[src/rtl/interval_counter.sv]
// Interval counter with registered bound compares for the phase timing checker.
// Latency: count and compare flags reflect the load/inc decision one cycle later.
// Backpressure: none; controls are acted on every cycle.
// Ports: clk/rst (sync, active-high); load (count <= 1), inc (count + 1), else hold;
//        min_bound/max1_bound are the bounds for the count being loaded this cycle;
//        cnt = current count, lt_min = cnt < min_bound, eq_max1 = cnt == max1_bound.
module interval_counter #(
    parameter int CNT_W = 21
) (
    input  logic             clk,
    input  logic             rst,
    input  logic             load,
    input  logic             inc,
    input  logic [CNT_W-1:0] min_bound,
    input  logic [CNT_W-1:0] max1_bound,
    output logic [CNT_W-1:0] cnt,
    output logic             lt_min,
    output logic             eq_max1
);

    logic [CNT_W-1:0] cnt_d, cnt_q;
    logic             lt_min_d, lt_min_q;
    logic             eq_max1_d, eq_max1_q;

    // Compares run against the next count so the flags line up with cnt_q
    // on the edge where the owner samples them.
    always_comb begin
        cnt_d = cnt_q;
        if (load) begin
            cnt_d = CNT_W'(1);
        end else if (inc) begin
            cnt_d = cnt_q + CNT_W'(1);
        end
        lt_min_d  = (cnt_d < min_bound);
        eq_max1_d = (cnt_d == max1_bound);
    end

    always_ff @(posedge clk) begin
        if (rst) begin
            cnt_q     <= '0;
            lt_min_q  <= 1'b0;
            eq_max1_q <= 1'b0;
        end else begin
            cnt_q     <= cnt_d;
            lt_min_q  <= lt_min_d;
            eq_max1_q <= eq_max1_d;
        end
    end

    assign cnt     = cnt_q;
    assign lt_min  = lt_min_q;
    assign eq_max1 = eq_max1_q;

endmodule

[config.mk]
export PLATFORM = sky130hd
export DESIGN_NAME = interval_counter
export DESIGN_NICKNAME = d
export VERILOG_FILES = /design/src/rtl/interval_counter.sv
export SDC_FILE = /design/constraint.sdc
export NUM_CORES = 1
export LEC_CHECK = 0
export CORE_UTILIZATION = 50
export DETAILED_ROUTE_END_ITERATION = 7
export HOLD_SLACK_MARGIN = 0.06
export PLACE_DENSITY = 0.87
export RECOVER_POWER = 100
export SYNTH_ARGS = -nofsm -noshare
export SYNTH_HDL_FRONTEND = slang
export SYNTH_SLANG_ARGS = --single-unit
[constraint.sdc]
create_clock -name clk -period 9 [get_ports clk]
set_clock_uncertainty 0.2 [all_clocks]
set_input_delay 1.35 -clock clk [delete_from_list [all_inputs] [get_ports clk]]
set_output_delay 1.35 -clock clk [all_outputs]
set_load 0.02 [all_outputs]
==> impl_metrics.py <==
metrics = {
    "run_status": {
        "outcome": "complete, but fails checks",
        "violations": "DRC, capacitance limit, slew limit",
    },
    "yosys": {
        "post_synth_mux_area_share": 0.04371,
        "synthesis.nets": 343,
        "ys.flop_type": "dfxtp_1",
        "yosys_warnings": 0,
        "post-synth-top-area-cell": "dfxtp_1",
        "synth_fa_ha_area_frac": 0.1257,
        "yosys.area_share.simple": 0.3174,
        "synth-compound-area-share": 0.1246,
        "synthArstFlopShare": 0,
        "ys_types": 42,
        "synth-seq-cells": 23,
        "syn-instance-count": 276,
        "ys_top_cells_by_area": "dfxtp_1, ha_1, nor2_1",
        "synth.avg_cell_area_sq_um": 7.571,
        "ys_seq_area_frac": 0.2204,
        "synth_top_area_share": 0.2204,
        "synth_area_sq_mm": 0.002090,
        "synth_edf_count": 0,
        "synthXorXnorAreaFrac": 0.09641,
        "synth_top_family_by_area": "simple AND/OR/NAND/NOR gates",
    },
    "power_and_ir_drop": {
        "pwr-share-seq": 0.478,
        "power_density_mw_per_mm2": 76.62,
        "clock_power_share": 0.304,
        "vdd_drop_max_v": 0.00005150,
        "sw_frac_of_total": 0.2599,
        "internal_power_uw": 160.6,
        "leakagePower_nw": 1.311,
        "p_switching_uw": 56.39,
        "combPwrFrac": 0.219,
    },
    "global_route": {
        "grt_pass1_wl_um": 8763,
        "grt-ovfl-total": 0,
        "antenna_found_initial": 0,
        "groute.usage.overall": 0.2587,
        "grt_max_degree": 53,
        "grt_pass1_vias": 1974,
    },
    "place": {
        "dp_cells": 387,
        "io_buffers": 68,
        "gp_congestion": 0.8397,
        "place_hpwl_um": 4320,
    },
    "detailed_routing": {
        "wl_um": 5384,
        "viasPerCell": 5.473,
        "vias": 2140,
        "drt-pass1-iter-count": 8,
        "ant_nets": 0,
        "drc": 1,
        "drt_iter0_markers": 93,
        "wl_per_cell_um": 13.77,
    },
    "clock_network": {
        "root_buffer": "clkbuf_8",
        "cts_buffers": 3,
        "clkSinkCount": 23,
        "htree_levels": 1,
        "clk_path_buf_depth": 2,
        "cts_setup_buffers": 0,
        "clk_pin_slew_ps": 80,
        "cts_hold_buf": 0,
        "cts_tree": "yes",
        "cts_resized": 0,
        "clk_latency_ps": 260,
    },
    "timing": {
        "worst_pin_slew_ps": 1994,
        "fmax_mhz": 191.5,
        "post-route-min-period_ps": 5223,
        "period_share": 0.5803,
        "timing.slew.headroom": -0.3294,
        "finalMaxSlewViolations": 53,
        "hold_viol_final": 0,
        "setup_viol_count_final": 0,
        "whs_ps": 391.7,
        "fin_tns_setup_ps": 0,
        "rsz0062_at_grt": "no",
    },
    "critical_path": {
        "worstPathArrival_ps": 5180,
        "required_ps": 8960,
        "end_kind": "flip-flop",
        "crit_type": "in -> reg",
        "start_kind": "input port",
        "path_max_fanout": 52,
    },
    "min_path": {
        "hold_path.class": "reg -> reg",
    },
    "finish": {
        "nets": 409,
        "n_antenna_cell": 0,
        "area_growth_pct": 35.51,
        "drive_gt1_frac": 0.02639,
        "final_common_cell": "clkdlybuf4s50_1",
        "final_cell_count_no_fill": 391,
        "mostFrequentLayoutCells": "clkdlybuf4s50_1, nor2_1, inv_1",
    },
    "die": {
        "row_count": 23,
        "die_x_um": 66.65,
        "coreArea_sq_mm": 0.004000,
        "start_util": 0.5224,
        "die_area_sq_mm": 0.004442,
        "io_pins": 69,
        "fp.dieH_um": 66.65,
    },
    "job": {
        "drv_cap": 1,
    },
}
-- worst max-delay path: stages --
cell	delay [ps]
dlygate4sd3_1	520
clkbuf_1	1420
nor2b_1	110
mux2i_1	380
xnor2_1	160
a31oi_1	250
o2111ai_1	130
or4b_1	540
nor4_1	330
-- metrics by stage --
step	setup WS (ps)	util	instance area (sq um)	power, mW
detailed placement	3908	0.7016	2806	0.1539
global route	3384	0.7079	2831	0.2273
global placement	4055	0.7016	2806	0.1529
floorplan	4753	-	2090	0.1268
finish	3777	0.7079	2831	0.2170
CTS	4170	0.7132	2853	0.2184
-- synth_stat cells (2+ instances only) --
library cell,count
nand2b_1,3
a21o_1,6
o21a_1,2
a21oi_1,7
nand4_1,7
or3_1,7
and3_1,3
buf_1,2
nor4_1,3
nor2_1,38
or4_1,3
ha_1,21
clkbuf_1,5
mux2i_1,8
inv_1,31
xor2_1,11
nor4_2,3
nor2b_1,7
nor3_1,18
nand3_1,10
a2111oi_0,2
a211oi_1,2
o2111ai_1,3
nand2_1,12
o21ai_0,12
dfxtp_1,23
xnor2_1,12
-- flip-flops by register name (all words and copies together) (netlist names) --
name	cells
eq_max1	1
lt_min	1
cnt	21
-- cells by family (layout without fill, tap and decap cells) --
family | Yosys count | in the layout
XOR/XNOR | 23 | 23
flip-flops | 23 | 23
AO/OA/AOI/OAI | 40 | 40
adder cells (fa/ha/maj) | 21 | 21
buffers and inverters | 39 | 104
AND/OR/NAND/NOR | 121 | 121
multiplexers | 9 | 9
-- path summary, 6_finish.rpt --
check                           from            endpoint  slack, ps  depth (start not counted)
setup / recovery                load  eq_max1$_SDFF_PP0_       3780                          9
hold reg to reg   cnt[20]$_SDFF_PP0_  cnt[20]$_SDFF_PP0_        390                          2
hold / removal    cnt[20]$_SDFF_PP0_  cnt[20]$_SDFF_PP0_        390                          2
setup reg to reg   cnt[0]$_SDFF_PP0_   lt_min$_SDFF_PP0_       5130                         14
-- layout make-up --
| cell class | instances | area, sq um |
|---|---|---|
| clock buffers | 3 | 41.29 |
| clock inverters | 1 | 5.005 |
| fillers | 346 | 1169 |
| inverters | 31 | 116.4 |
| multi-input cells | 214 | 1461 |
| flip-flops and latches | 23 | 460.4 |
| well taps | 50 | 62.56 |
| repair buffers | 69 | 684.4 |
-- layer usage --
layer / vias up / wire (um) / GRT usage
li1: 1103 / - / -
met4: 0 / 56 / 0.06383
met1: 967 / 2536 / 0.3432
met5: - / 0 / 0
met3: 7 / 238 / 0.02055
met2: 63 / 2553 / 0.4457
-- power groups by stage --
stage | registers (mW) | logic [mW] | clock network (mW)
floorplan | 0.107 | 0.0199 | 0
CTS | 0.104 | 0.0481 | 0.0666
global placement | 0.106 | 0.0469 | 0
finish | 0.104 | 0.0474 | 0.0659
global route | 0.104 | 0.0521 | 0.0714
detailed placement | 0.106 | 0.0479 | 0
(Power assumes the default switching activity.)
